$ cat src/rtl/celda_pkg.sv
// Shared constants for the serializer that feeds the initial parity cell.
// Holds the FSM encoding, the seed width and the result latency.
package celda_pkg;

  localparam int SEED_W  = 3;
  // Cycles from the last serial bit to the res_valid pulse.
  localparam int RES_LAT = 2;

  typedef logic [1:0] state_t;

  localparam logic [1:0] ST_IDLE  = 2'd0;
  localparam logic [1:0] ST_SHIFT = 2'd1;
  localparam logic [1:0] ST_WAIT  = 2'd2;

endpackage

$ cat src/rtl/registro_desplazamiento.sv
// Parallel-load shift register. Its head bit is the serial output. Zeros are
// shifted in, so after W shifts the output rests at 0 until the next load.
module registro_desplazamiento #(
  parameter int W         = 8,
  parameter bit MSB_FIRST = 1'b1
) (
  input  logic         clk,
  input  logic         rst,
  input  logic         load_i,
  input  logic         shift_i,
  input  logic [W-1:0] data_i,
  output logic         ser_o
);

  logic [W-1:0] sreg_q;
  logic [W-1:0] sreg_d;

  always_comb begin
    sreg_d = sreg_q;
    if (load_i) begin
      sreg_d = data_i;
    end else if (shift_i) begin
      if (MSB_FIRST) begin
        sreg_d = {sreg_q[W-2:0], 1'b0};
      end else begin
        sreg_d = {1'b0, sreg_q[W-1:1]};
      end
    end
  end

  always_ff @(posedge clk) begin
    if (rst) begin
      sreg_q <= '0;
    end else begin
      sreg_q <= sreg_d;
    end
  end

  assign ser_o = MSB_FIRST ? sreg_q[W-1] : sreg_q[0];

endmodule

$ cat src/rtl/serializador_celda.sv
// Feeds one word per W+2 cycles bit-serially into the initial parity cell and
// returns the cell's parity output as a one-cycle result pulse.
module serializador_celda
  import celda_pkg::*;
#(
  parameter int W         = 8,
  parameter bit MSB_FIRST = 1'b1
) (
  input  logic              clk,
  input  logic              rst,
  input  logic [W-1:0]      in_data,
  input  logic [SEED_W-1:0] in_seed,
  input  logic              in_valid,
  output logic              in_ready,
  output logic              l_out,
  output logic              seed_x,
  output logic              seed_y,
  output logic              seed_z,
  output logic              bit_valid,
  output logic              first_bit,
  output logic              last_bit,
  input  logic              ip_in,
  output logic              res_valid,
  output logic              res_bit,
  output logic              busy,
  output logic [1:0]        state_dbg
);

  // Handshake: a word moves when in_valid and in_ready are both high at a
  // rising edge; in_valid while busy is ignored and nothing is captured.

  localparam int CW = $clog2(W);

  state_t              state_q, state_d;
  logic [CW-1:0]       cnt_q, cnt_d;
  logic [SEED_W-1:0]   seed_q, seed_d;
  logic                bit_valid_q, bit_valid_d;
  logic                first_q, first_d;
  logic                last_q, last_d;
  logic                res_valid_q, res_valid_d;
  logic                res_bit_q, res_bit_d;
  logic                accept;
  logic                load;
  logic                shift;

  assign in_ready = (state_q == ST_IDLE) & ~rst;
  assign accept   = in_valid & in_ready;

  always_comb begin
    state_d     = state_q;
    cnt_d       = cnt_q;
    seed_d      = seed_q;
    bit_valid_d = bit_valid_q;
    first_d     = 1'b0;
    last_d      = 1'b0;
    res_valid_d = 1'b0;
    res_bit_d   = res_bit_q;
    load        = 1'b0;
    shift       = 1'b0;
    case (state_q)
      ST_IDLE: begin
        if (accept) begin
          state_d     = ST_SHIFT;
          cnt_d       = CW'(W - 1);
          seed_d      = in_seed;
          bit_valid_d = 1'b1;
          first_d     = 1'b1;
          load        = 1'b1;
        end
      end
      ST_SHIFT: begin
        // The final shift empties the register so l_out drops to 0 in WAIT.
        shift = 1'b1;
        if (cnt_q == '0) begin
          state_d     = ST_WAIT;
          bit_valid_d = 1'b0;
        end else begin
          cnt_d  = cnt_q - 1'b1;
          last_d = (cnt_q == CW'(1));
        end
      end
      ST_WAIT: begin
        res_valid_d = 1'b1;
        res_bit_d   = ip_in;
        state_d     = ST_IDLE;
      end
      default: begin
        state_d     = ST_IDLE;
        bit_valid_d = 1'b0;
      end
    endcase
  end

  always_ff @(posedge clk) begin
    if (rst) begin
      state_q     <= ST_IDLE;
      cnt_q       <= '0;
      seed_q      <= '0;
      bit_valid_q <= 1'b0;
      first_q     <= 1'b0;
      last_q      <= 1'b0;
      res_valid_q <= 1'b0;
      res_bit_q   <= 1'b0;
    end else begin
      state_q     <= state_d;
      cnt_q       <= cnt_d;
      seed_q      <= seed_d;
      bit_valid_q <= bit_valid_d;
      first_q     <= first_d;
      last_q      <= last_d;
      res_valid_q <= res_valid_d;
      res_bit_q   <= res_bit_d;
    end
  end

  registro_desplazamiento #(
    .W         (W),
    .MSB_FIRST (MSB_FIRST)
  ) u_sreg (
    .clk     (clk),
    .rst     (rst),
    .load_i  (load),
    .shift_i (shift),
    .data_i  (in_data),
    .ser_o   (l_out)
  );

  assign seed_x    = seed_q[2];
  assign seed_y    = seed_q[1];
  assign seed_z    = seed_q[0];
  assign bit_valid = bit_valid_q;
  assign first_bit = first_q;
  assign last_bit  = last_q;
  assign res_valid = res_valid_q;
  assign res_bit   = res_bit_q;
  assign busy      = (state_q != ST_IDLE);
  assign state_dbg = state_q;

endmodule

$ cat config.mk
export PLATFORM = sky130hd
export DESIGN_NAME = serializador_celda
export DESIGN_NICKNAME = d
export VERILOG_FILES = /design/src/rtl/celda_pkg.sv /design/src/rtl/registro_desplazamiento.sv /design/src/rtl/serializador_celda.sv
export SDC_FILE = /design/constraint.sdc
export NUM_CORES = 1
export LEC_CHECK = 0
export CAP_MARGIN = 20
export CORE_MARGIN = 3
export CORE_UTILIZATION = 40
export DETAILED_ROUTE_END_ITERATION = 10
export GPL_ROUTABILITY_DRIVEN = 0
export HOLD_SLACK_MARGIN = 0.12
export PLACE_DENSITY = 0.7
export SYNTH_ARGS = -nofsm -noshare
export SYNTH_HDL_FRONTEND = slang
export SYNTH_HIERARCHICAL = 1
export SYNTH_SLANG_ARGS = --single-unit
$ cat constraint.sdc
create_clock -name clk -period 1.83 [get_ports clk]
set_input_delay 0.2745 -clock clk [delete_from_list [all_inputs] [get_ports clk]]
set_output_delay 0.2745 -clock clk [all_outputs]
set_load 0.03 [all_outputs]
* Word-level counts from Yosys, hierarchy flattened
Cells that the tools add are included.
** Storage, ports and cells
- Flip-flop bits (word level) :: 21
- Logic and storage cells :: 46
- Output and inout bits :: 13
** Cells by class
- Bitwise logic cells :: 5
- Add/sub/neg operators :: 1
- Reductions and logical operators :: 10
- Muxes and demuxes :: 15
- Equality and inequality tests :: 6
** Operators by type and width (count)
- 2-to-1 mux 8 bit :: 2
- 2-to-1 mux 1 bit :: 6
- 2-to-1 mux 3 bit :: 2
- inequality test 2 bit, second input constant :: 3
- case mux 3 bit (2 select lines) :: 1
- AND reduction 3 bit :: 2
- nonzero test 2 bit :: 3
- 2-to-1 mux 2 bit :: 2
- case mux 2 bit (2 select lines) :: 1
- AND reduction 2 bit :: 2
- equality test 3 x 1 -> 1 bit, second input constant :: 1
- logical NOT 3 bit :: 1
- inverter 1 bit :: 3
- case mux 1 bit (3 select lines) :: 1
- OR reduction 3 bit :: 1
- subtractor 3 x 1 -> 3 bit, second input constant :: 1
- bitwise AND 1 bit :: 2
- equality test 2 x 1 -> 1 bit, second input constant :: 1
- equality test 2 bit, second input constant :: 1
- logical NOT 2 bit :: 1

* Depth between registers and ports, before layout
- Depth after elaboration :: 6
- Gate-level depth with buffers :: 5
- Gate-level depth less buffers :: 5

* Cells and area by module
Netlist, hierarchy kept.
** By module, submodules not included
- serializador_celda :: instances 1, cells each 57, area an instance 573.0 um^2, seq. area each 260.2 um^2
- registro_desplazamiento :: instances 1, cells each 35, area an instance 369.1 um^2, seq. area each 160.2 um^2

* Least setup slack after synthesis
OpenSTA, ideal clock, no wires.
- Kind :: register to output
- From :: reg state_q[1] (netlist: state_dbg[1])
- To :: out in_ready
- Path buffers :: 0
- Data required time :: 1556 ps
- Data arrival time :: 1327 ps
- Cell stages (with the launch flop) :: 3
- Setup slack :: 228 ps
- Path through :: dfxtp_1 -> or2_2 -> nor2_1
** Between the ends
- Word-level cells in the longest chain between the ends :: 2
** Ends and longest elaborated chain
- from (decl) :: RTL line serializador_celda.sv:34 : state_t state_q, state_d;
- from (signal assigned) :: RTL line serializador_celda.sv:105 : state_q <= state_d;
- logical NOT 2 bit :: RTL line serializador_celda.sv:46 : assign in_ready = (state_q == ST_IDLE) & ~rst;
- bitwise AND 1 bit :: RTL line serializador_celda.sv:46
- to (decl) :: RTL line serializador_celda.sv:14 : output logic in_ready,
Every way passes these cells.

* Final worst setup path
- From :: reg state_q[0] (netlist: state_dbg[0])
- To :: out state_dbg[0]
** RTL lines
- to (decl) :: RTL line serializador_celda.sv:26 : output logic [1:0] state_dbg
No word-level cell between the ends.

==> impl_metrics.py <==
metrics = {
    "timing": {
        "fin_skew_ps": 10.33,
        "finalHoldViolCount": 0,
        "fmax_mhz": 595.8,
        "worst_pin_slew_ps": 329.7,
        "drv_slew": 0,
        "fin_crit_sh_pct": 91.72,
        "rsz0062_at_grt": "false",
        "timing.final.ws_setup_ps": 151.6,
        "slew-limit-headroom_pct": 77.95,
        "fin_crit_ps": 1678,
        "setup_viol": 0,
        "setup_tns_ps": 0,
    },
    "routing": {
        "avgViaCountPerCell": 4.980,
        "routed_wl_um": 2088,
        "wl_per_cell_um": 13.83,
        "post-route-drc-count": 0,
        "dr.pass1.iters": 3,
        "ant_nets": 0,
        "drt-initial-drc-count": 8,
        "num_vias": 752,
    },
    "power_and_ir_drop": {
        "p_int_uw": 759.6,
        "power_switching_uw": 362.9,
        "swShare_pct": 32.33,
        "pwr-share-seq_pct": 48.3,
        "ir_drop_uv": 478.2,
        "powerDensity_nw_per_um2": 883.9,
        "pwr-share-comb_pct": 32.2,
        "power_mw": 1.123,
        "leakage_nw": 0.5056,
        "power.clock.fraction_pct": 19.4,
    },
    "job": {
        "drv_cap": 0,
    },
    "synthesis": {
        "synth-seq-cells": 21,
        "synth_top_family_by_area": "simple AND/OR/NAND/NOR gates",
        "syn_area_um2": 942.2,
        "synth_compound_area_share_pct": 15.27,
        "synthXorXnorAreaFrac_pct": 0.9296,
        "synth_edf_count": 0,
        "yosys_warnings": 6,
        "yosysSeqAreaShare_pct": 44.62,
        "syn_area_per_cell_um2": 10.24,
        "synth_fa_ha_area_share_pct": 3.984,
        "ys_async_sr_fraction_pct": 0,
        "synth-simple-area-share_pct": 19.65,
        "synthMuxAreaShare_pct": 8.499,
        "syn_inst": 92,
        "syn_nets": 110,
        "ys_types": 29,
        "synth_ff_type": "dfxtp_1",
    },
    "final_layout": {
        "multi_input_area_um2": 455.4,
        "diodes": 0,
        "layout.nets": 143,
        "num-fill-cells": 201,
        "most-common-layout-cells": "24 x clkdlybuf4s50_1, 21 x dfxtp_1, 10 x nor2b_1",
        "syn2layout_area_growth_pct": 34.79,
        "drive_above_1_share_pct": 13.71,
        "regArea_um2": 420.4,
        "layout.cells.most_common": "clkdlybuf4s50_1",
        "utilization_pct": 60.42,
    },
    "floorplan": {
        "start_util_pct": 44.82,
        "die-width_um": 54.53,
        "rows": 16,
        "dieArea_um2": 2974,
        "placeableCoreArea_um2": 2102,
        "die_h_um": 54.53,
        "ios": 28,
    },
    "critical_path": {
        "end_kind": "output pin",
        "r2r_end": "last_bit",
        "worst_path_largest_cell_delay_ps": 700,
        "cp_top_family": "buffers and inverters",
        "crit_type": "flip-flop to output pin",
        "cp.arrival_ps": 1400,
        "cp.depth": 1,
        "worst_setup_path_start_kind": "flip-flop",
        "cp_cell_sequence": "clkdlybuf4s50_1",
        "rr_worst_depth": 5,
        "cp_max_fo": 4,
        "timing.rr.start": "state_dbg[0]",
        "cp_slowest_cell": "clkdlybuf4s50_1",
        "required_ps": 1560,
        "ff2ff_setup_slack_ps": 420,
        "crit_buf_inv": 1,
    },
    "global_route": {
        "grt_pass1_wl_um": 3450,
        "grt_overflow": 0,
        "first_global_vias": 739,
        "grtUsageTotal_pct": 16.29,
        "antenna_found_initial": 0,
        "grt_max_degree": 16,
    },
    "cts": {
        "cts_inserted_buffers": 3,
        "htreeDepth": 1,
        "clk_pin_slew_ps": 120,
        "clockBufferDepth": 2,
        "hold_buffers": 0,
        "cts_tree": "built",
        "clock_tree.root_cell": "clkbuf_4",
        "clkLatencyLatePin_ps": 300,
        "cts.sinks": 21,
    },
    "run_status": {
        "status": "complete, no violations",
    },
    "worst_hold_path": {
        "min_from": "seed_q[1]",
        "whs_path_depth": 2,
        "worstHoldEndpoint": "seed_q[1]",
        "min_path_type": "flip-flop to flip-flop",
    },
    "placed_design": {
        "post-place-ws_ps": 211.2,
        "detailed_place_hpwl_um": 1589,
        "io_buffers": 27,
    },
}
## worst max-delay path by stage
stage,from,endpoint,slack [ps]
global route,state_dbg[0],state_dbg[0],80
detailed placement,rst,u_sreg/sreg_q[0],210
global placement,rst,u_sreg/sreg_q[0],220
CTS,state_dbg[1],state_dbg[1],30
floorplan,state_dbg[1],in_ready,230
finish,state_dbg[0],state_dbg[0],150
## metal layers
metal / global-route usage [%] / vias up / routed length, µm
met1: 19.04 / 354 / 944
met3: 3.270 / 2 / 95
met5: 0 / - / 0
li1: - / 383 / -
met4: 7.469 / 0 / 17
met2: 28.29 / 13 / 1031
## logic make-up (layout without fill, tap and decap cells)
family | after synthesis | after routing
and+or+nand+nor | 29 | 29
adders and majority gates | 3 | 3
DFF | 21 | 21
buffers and inverters | 10 | 42
xor gates and xnor gates | 1 | 1
muxes | 8 | 8
AOI/OAI and AO/OA | 20 | 20
## cell usage after synthesis (all sizes together) (2+ instances only)
library cell,instances,area share [%]
buf,4,4.0
o21ai,4,2.1
mux2i,8,8.5
nor4b,3,5.0
nor2b,10,6.6
a21oi,2,1.5
a211oi,10,8.5
nand2,8,3.2
dfxtp,21,45
inv,5,2.0
nor2,3,1.2
ha,3,4.0
## area by class of cell
cell class	count	area share, %
Clock buffer	3	1.773
Clock inverter	1	0.3941
Inverter	5	1.478
Multi-Input combinational cell	61	35.86
Sequential cell	21	33.10
Tap cell	27	2.660
Timing Repair Buffer	33	24.73
## flip-flops by register name (all words and copies together), names as in the netlist
signal and cells:
res_bit 1, seed_q 3, last_bit 1, res_valid 1, bit_valid 1, state_dbg 2, cnt_q 3, u_sreg/sreg_q 8
first_bit 1
## stage by stage
stage | area [µm²] | cells | hold slack [ps]
after CTS | 1267 | 151 | 467.3
after detailed placement | 1241 | 147 | 450.0
final | 1270 | 151 | 468.6
after global placement | 1241 | 147 | 436.1
after global routing | 1270 | 151 | 492.0
after floorplan | 942.2 | 92 | 389.1
## power by group through the flow
stage	sequential, mW	combinational, mW	clock, mW
2_1_floorplan	0.588	0.198	0
3_3_place_gp	0.548	0.356	0
3_5_place_dp	0.552	0.366	0
4_1_cts	0.541	0.364	0.227
5_1_grt	0.548	0.396	0.243
6_report	0.542	0.362	0.218
## timing repair
item,in CTS,in global routing
pin swaps,0,0
buffers inserted,0,0
endpoints found under the setup margin,1,1
gates cloned,0,0
gates resized for setup,1,1
(Power assumes the default switching activity.)
